`src/rtl/dphy_lane_tx_if.sv`:
```
// Byte stream from the link-layer packer into the D-PHY lane transmitter.
//   tx_data  : payload byte
//   tx_valid : tx_data holds a byte
//   tx_last  : this byte ends the burst
//   tx_ready : the lane takes the byte on an edge where tx_valid & tx_ready
// master = packer side, slave = lane transmitter side.
interface dphy_lane_tx_if;
    logic [7:0] tx_data;
    logic       tx_valid;
    logic       tx_last;
    logic       tx_ready;

    modport master (output tx_data, output tx_valid, output tx_last, input tx_ready);
    modport slave  (input tx_data, input tx_valid, input tx_last, output tx_ready);
endinterface

```
`src/rtl/dphy_lane_tx.sv`:
```
// Transmit-side D-PHY data-lane sequencer. One burst runs
//   LP-11 -> LP-01 -> LP-00 -> HS zero leader -> 0xB8 sync -> payload
//   -> HS trailer -> LP-11 exit hold
// Ports:
//   clk_i, rst_n_i : byte clock, asynchronous active-low reset
//   tx             : payload byte stream (slave side)
//   hs_en_o        : HS driver enable
//   hs_byte_o      : byte to the serializer (sent LSB first downstream)
//   lp_p_o, lp_n_o : LP line states of Dp / Dn
//   underflow_o    : one-cycle pulse in the first trailer cycle of a burst
//                    cut short because the source stalled
// Every output is a flop that shows the state occupied in the same cycle.
module dphy_lane_tx #(
    parameter int LPX_CYCLES        = 2,
    parameter int HS_PREPARE_CYCLES = 2,
    parameter int HS_ZERO_BYTES     = 6,
    parameter int HS_TRAIL_BYTES    = 4,
    parameter int HS_EXIT_CYCLES    = 4
) (
    input  logic                 clk_i,
    input  logic                 rst_n_i,
    dphy_lane_tx_if.slave        tx,
    output logic                 hs_en_o,
    output logic [7:0]           hs_byte_o,
    output logic                 lp_p_o,
    output logic                 lp_n_o,
    output logic                 underflow_o
);
    localparam int MAX_AB  = (LPX_CYCLES > HS_PREPARE_CYCLES) ? LPX_CYCLES : HS_PREPARE_CYCLES;
    localparam int MAX_CD  = (HS_ZERO_BYTES > HS_TRAIL_BYTES) ? HS_ZERO_BYTES : HS_TRAIL_BYTES;
    localparam int MAX_ABCD = (MAX_AB > MAX_CD) ? MAX_AB : MAX_CD;
    localparam int MAX_CNT = (MAX_ABCD > HS_EXIT_CYCLES) ? MAX_ABCD : HS_EXIT_CYCLES;
    // The counter holds N-1 for an N-cycle state.
    localparam int CNT_W   = (MAX_CNT > 1) ? $clog2(MAX_CNT) : 1;

    localparam logic [7:0] SYNC_BYTE = 8'hB8;

    typedef enum logic [2:0] {
        LP_IDLE, LP_RQST, LP_BRIDGE, HS_ZERO, HS_SYNC, HS_DATA, HS_TRAIL, HS_EXIT
    } state_t;

    state_t           state_q, state_d;
    logic [CNT_W-1:0] cnt_q, cnt_d;
    logic             done_q, done_d;
    logic [7:0]       byte_q, byte_d;
    logic [1:0]       lp_q, lp_d;
    logic             hs_en_q, hs_en_d;
    logic             ready_q, ready_d;
    logic             uflow_q, uflow_d;
    logic             cnt_zero;

    assign cnt_zero = (cnt_q == '0);

    always_comb begin
        // NOTE: every signal written here gets a default first, so no path
        // leaves one unassigned and no latch is inferred.
        state_d = state_q;
        cnt_d   = cnt_q;
        done_d  = done_q;
        byte_d  = byte_q;
        uflow_d = 1'b0;

        case (state_q)
            LP_IDLE: begin
                if (tx.tx_valid) begin
                    state_d = LP_RQST;
                    cnt_d   = CNT_W'(LPX_CYCLES - 1);
                end
            end
            LP_RQST: begin
                if (cnt_zero) begin
                    state_d = LP_BRIDGE;
                    cnt_d   = CNT_W'(HS_PREPARE_CYCLES - 1);
                end else begin
                    cnt_d = cnt_q - CNT_W'(1);
                end
            end
            LP_BRIDGE: begin
                if (cnt_zero) begin
                    state_d = HS_ZERO;
                    cnt_d   = CNT_W'(HS_ZERO_BYTES - 1);
                end else begin
                    cnt_d = cnt_q - CNT_W'(1);
                end
            end
            HS_ZERO: begin
                if (cnt_zero) begin
                    state_d = HS_SYNC;
                    byte_d  = SYNC_BYTE;
                end else begin
                    cnt_d = cnt_q - CNT_W'(1);
                end
            end
            HS_SYNC, HS_DATA: begin
                if (ready_q && tx.tx_valid) begin
                    state_d = HS_DATA;
                    byte_d  = tx.tx_data;
                    done_d  = tx.tx_last;
                end else begin
                    // Either the last byte has just been shown (ready low) or
                    // the source stalled while we were asking for data (ready
                    // high): both end the burst, only the second is an underflow.
                    // The trailer is the inverse of the last emitted bit 7.
                    state_d = HS_TRAIL;
                    cnt_d   = CNT_W'(HS_TRAIL_BYTES - 1);
                    byte_d  = byte_q[7] ? 8'h00 : 8'hFF;
                    done_d  = 1'b0;
                    uflow_d = ready_q;
                end
            end
            HS_TRAIL: begin
                if (cnt_zero) begin
                    state_d = HS_EXIT;
                    cnt_d   = CNT_W'(HS_EXIT_CYCLES - 1);
                    byte_d  = 8'h00;
                end else begin
                    cnt_d = cnt_q - CNT_W'(1);
                end
            end
            HS_EXIT: begin
                if (cnt_zero) begin
                    state_d = LP_IDLE;
                end else begin
                    cnt_d = cnt_q - CNT_W'(1);
                end
            end
            default: begin
                state_d = LP_IDLE;
                cnt_d   = '0;
                done_d  = 1'b0;
                byte_d  = 8'h00;
            end
        endcase

        // Line outputs are decoded from the next state so the flops show the
        // state being entered, not the one being left.
        lp_d    = 2'b00;
        hs_en_d = 1'b0;
        case (state_d)
            LP_IDLE, HS_EXIT: lp_d = 2'b11;
            LP_RQST:          lp_d = 2'b01;
            LP_BRIDGE:        lp_d = 2'b00;
            default:          hs_en_d = 1'b1;
        endcase
        ready_d = ((state_d == HS_SYNC) || (state_d == HS_DATA)) && !done_d;
    end

    // NOTE: sequential state uses non-blocking assignments so every flop
    // samples the pre-edge values of the others.
    always_ff @(posedge clk_i or negedge rst_n_i) begin
        if (!rst_n_i) begin
            state_q <= LP_IDLE;
            cnt_q   <= '0;
            done_q  <= 1'b0;
            byte_q  <= 8'h00;
            lp_q    <= 2'b11;
            hs_en_q <= 1'b0;
            ready_q <= 1'b0;
            uflow_q <= 1'b0;
        end else begin
            state_q <= state_d;
            cnt_q   <= cnt_d;
            done_q  <= done_d;
            byte_q  <= byte_d;
            lp_q    <= lp_d;
            hs_en_q <= hs_en_d;
            ready_q <= ready_d;
            uflow_q <= uflow_d;
        end
    end

    assign tx.tx_ready = ready_q;
    assign hs_en_o     = hs_en_q;
    assign hs_byte_o   = byte_q;
    assign lp_p_o      = lp_q[1];
    assign lp_n_o      = lp_q[0];
    assign underflow_o = uflow_q;
endmodule
```
`src/flat_wrapper.sv`:
```
// flat-port wrapper written by rule: the top's interface ports become plain ports
module dphy_lane_tx_flat 
#(
    parameter int LPX_CYCLES        = 2,
    parameter int HS_PREPARE_CYCLES = 2,
    parameter int HS_ZERO_BYTES     = 6,
    parameter int HS_TRAIL_BYTES    = 4,
    parameter int HS_EXIT_CYCLES    = 4
)
  (clk_i, rst_n_i, hs_en_o, hs_byte_o, lp_p_o, lp_n_o, underflow_o, tx_tx_data, tx_tx_valid, tx_tx_last, tx_tx_ready);
  dphy_lane_tx_if tx_i ();
  input  logic clk_i;
  input  logic rst_n_i;
  output logic hs_en_o;
  output logic [7:0] hs_byte_o;
  output logic lp_p_o;
  output logic lp_n_o;
  output logic underflow_o;
  input wire logic [$bits(tx_i.tx_data)-1:0] tx_tx_data;
  input wire logic [$bits(tx_i.tx_valid)-1:0] tx_tx_valid;
  input wire logic [$bits(tx_i.tx_last)-1:0] tx_tx_last;
  output wire logic [$bits(tx_i.tx_ready)-1:0] tx_tx_ready;
  assign tx_i.tx_data = tx_tx_data;
  assign tx_i.tx_valid = tx_tx_valid;
  assign tx_i.tx_last = tx_tx_last;
  assign tx_tx_ready = tx_i.tx_ready;
  dphy_lane_tx #(.LPX_CYCLES(LPX_CYCLES), .HS_PREPARE_CYCLES(HS_PREPARE_CYCLES), .HS_ZERO_BYTES(HS_ZERO_BYTES), .HS_TRAIL_BYTES(HS_TRAIL_BYTES), .HS_EXIT_CYCLES(HS_EXIT_CYCLES)) u_core (.clk_i(clk_i), .rst_n_i(rst_n_i), .tx(tx_i), .hs_en_o(hs_en_o), .hs_byte_o(hs_byte_o), .lp_p_o(lp_p_o), .lp_n_o(lp_n_o), .underflow_o(underflow_o));
endmodule
```
`config.mk`:
```
export PLATFORM = sky130hd
export DESIGN_NAME = dphy_lane_tx_flat
export DESIGN_NICKNAME = d
export VERILOG_FILES = /design/src/rtl/dphy_lane_tx_if.sv /design/src/rtl/dphy_lane_tx.sv /design/src/flat_wrapper.sv
export SDC_FILE = /design/constraint.sdc
export NUM_CORES = 1
export LEC_CHECK = 0
export ABC_AREA = 1
export BUFFER_PORTS_ARGS = -buffer_cell sky130_fd_sc_hd__buf_2
export CORE_MARGIN = 4
export CORE_UTILIZATION = 46
export CTS_CLUSTER_DIAMETER = 40
export CTS_CLUSTER_SIZE = 20
export DETAILED_ROUTE_END_ITERATION = 8
export PLACE_DENSITY_LB_ADDON = 0.15
export SKIP_CTS_REPAIR_TIMING = 1
export SYNTH_ARGS = -nofsm -noshare
export SYNTH_HDL_FRONTEND = slang
export SYNTH_SLANG_ARGS = --single-unit
```
`constraint.sdc`:
```
create_clock -name clk_i -period 1.65 [get_ports clk_i]
set_input_delay 0.495 -clock clk_i [delete_from_list [all_inputs] [get_ports clk_i]]
set_output_delay 0.495 -clock clk_i [all_outputs]
set_load 0.05 [all_outputs]
```
==> key figures <==
Floorplan
  – DIE HEIGHT: 56.7 microns
  – DIE WIDTH: 56.7 microns
  – I/O pin count: 25
  – Die footprint: roughly 0.0032 sq mm
  – Rows: 17
  – Core area: 0.00223 sq mm
  – Initial Util: 0.488

Final layout
  – Share of layout cells above drive strength 1: 0.278
  – Area grow syn2layout: 21.1%
  – Antenna diodes: 0
  – Fin area: 0.00132 sq mm
  – NumNets Final: 195
  – Core Util, Final: 0.591
  – Final std cells w/o fill: 208

Drt
  – Final ANT Viol Nets: 0
  – DRT iter0 DRCs: a little over 40
  – Vias: approximately 1,000
  – Routed len/inst: roughly 11 microns
  – DRT Pass-1 Iters: 4
  – Final wirelength: 2.22 mm
  – Remaining routing DRC violations: 0
  – Vias per inst: 4.83

CTS
  – Maximum root-to-sink buffer count: 2
  – Total CTS buffers: 3
  – Clock tree sinks: 20
  – Root Buffer: clkbuf_4
  – H-tree levels: 1
  – CTS tree: done
  – Worst-Skew Late Latency: approximately 300 ps
  – Clk slew on worst S/H paths: 110 ps

Status
  – Status: finished, final reports clean

Yosys
  – Post-synth design cell area: 0.00109 sq mm
  – Mapped Nets: 164
  – Synthesized area per cell: 7.27 sq um
  – Synth Instances: 150
  – Synth area leader: dfrtp_1
  – Flops & latches, synth: 20
  – Distinct cells, synth: 23
  – YS warnings: 0
  – Synth top area cells: dfrtp_1 (41%), nand2_1 (21%), nor2_1 (5.9%)
  – Synth top area share: 0.413
  – Register area share after synthesis: 0.462

Timing
  – Final Hold Fails: 0
  – Setup TNS Final: 0 ps
  – Final period utilization: 0.953
  – Slew HR: 0.703
  – Hold_ws: roughly 120 ps
  – Fin worst setup slack: a little under 80 ps
  – Actual transition at the worst max-transition pin: 445 ps
  – Worst Skew: approximately 1.5 ps
  – Setup violations, final: 0
  – Max Slew Vio Count: 0
  – Fmax: 636 MHz
  – Minimum clock period: 1570 ps

Critical path
  – WS Path Type: reg -> out
  – Crit path max-delay family: flip-flops
  – Crit path DAT: 1080 ps
  – CP max stage cell: dfstp_2
  – Startpoint types: flip-flop
  – Endpoint type of the worst setup path: primary output
  – Worst Path Buf+Inv: 1
  – CP max FO: 1
  – Crit-path cells: buf_2
  – Critical Path RT: 1150 ps
  – Max incr delay on CP: 530 ps

GRT
  – GRT Total Usage: 0.144
  – Initial antenna violation count: 0
  – Congestion Overflow GR: 0
  – Largest net degree at the start of global routing: 21
  – Vias in the first global route: between 800 and 900
  – First-pass GRT wire length: 3.67 mm

Placement
  – Dpl cells: 203
  – Buffers on Ports: 24
  – GP Congestion: 0.960
  – Pre-CTS setup slack: roughly 130 ps
  – Area post-placement: 0.00125 sq mm
  – DP HPWL: 1.71 mm

Worst hold path
  – Min-Delay Path Class: in -> async

Pwr
  – Lkg Pwr: 0.764 nW
  – Overall Power: roughly 2.8 mW
  – Peak supply drop: 1.20 mV
  – Power density cells: approximately 2100 mW/mm^2

Job
  – Max Cap Violations: 0
## area by class of cell
cell class / instances / area [sq um]
Clock buffer: 4 / 36.3
Fill cell: 227 / 913
Inverter: 19 / 76.3
Multi-Input combinational cell: 111 / 531
Sequential cell: 20 / 503
Tap cell: 28 / 35.0
Timing Repair Buffer: 26 / 139
## kinds of logic after synthesis
logic type,Yosys count,share of synthesized area
XOR/XNOR,1,0.00804
AO/OA/AOI/OAI,14,0.0689
AND/OR/NAND/NOR,94,0.369
buffers and inverters,19,0.0700
flip-flops,20,0.462
adder cells (fa/ha/maj),2,0.0230
## power by group
group          switching [mW]  total [mW]  internal, mW
Clock                   0.147       0.282         0.135
Combinational            1.20        1.72         0.517
Sequential              0.123       0.812         0.689
## registers in the layout, indices dropped and copies added, names as in the netlist
signal / count
u_core.state_q: 3
u_core.done_q: 1
u_core.lp_q: 2
u_core.hs_en_o: 1
u_core.cnt_q: 3
u_core.underflow_o: 1
u_core.hs_byte_o: 8
u_core.tx.tx_ready: 1
## placed cells by master (no fill, tap or decap), types with 2 or more instances in the layout
cell type	Yosys	layout
nand2_1	60	59
buf_2	0	24
dfrtp_1	18	18
nor2_1	17	16
inv_1	13	12
a21oi_1	8	8
inv_2	4	5
nand3_1	7	5
nor2_2	3	3
nand2_2	2	3
nand3_2	1	3
clkbuf_4	0	3
o21ai_0	2	2
nor2_4	1	2
o21ai_1	2	2
ha_1	2	2
dfstp_2	2	2
## Yosys cell counts
library cell and number:
nand2_1 60, o31ai_1 1, o21ai_1 2, nand4_1 1, o21ai_0 2, nor2_4 1
nand3b_1 1, clkinv_1 1, nand2_2 2, nor2_1 17, inv_1 13, a21oi_1 8
dfrtp_1 18, xor2_1 1, clkinv_4 1, inv_2 4, nand3_1 7, nand3_2 1
a22oi_1 1, ha_1 2, nor2_2 3, dfstp_2 2, nand2_4 1
## layer usage
metal / part of all wire / track usage
met1: 0.45 / 0.198
met2: 0.47 / 0.210
met3: 0.058 / 0.0345
met4: 0.016 / 0.0678
met5: 0 / 0
## path summary, 6_finish.rpt
kind / slack [ps] / cells past startpoint / end / start
max reg2reg: 120 / 12 / u_core.hs_en_o$_DFF_PN0_ / u_core.cnt_q[0]$_DFFE_PN0P_
min: 120 / 1 / u_core.hs_byte_o[5]$_DFFE_PN0P_ / rst_n_i
max: 80 / 1 / lp_n_o / u_core.lp_q[0]$_DFF_PN1_
max in group asynchronous: 1200 / 1 / u_core.lp_q[1]$_DFF_PN1_ / rst_n_i
min in group clk_i: 380 / 2 / u_core.underflow_o$_DFF_PN0_ / tx_tx_valid
min reg2reg: 480 / 2 / u_core.hs_byte_o[2]$_DFFE_PN0P_ / u_core.hs_byte_o[2]$_DFFE_PN0P_
Power figures use the tool's default switching activity.
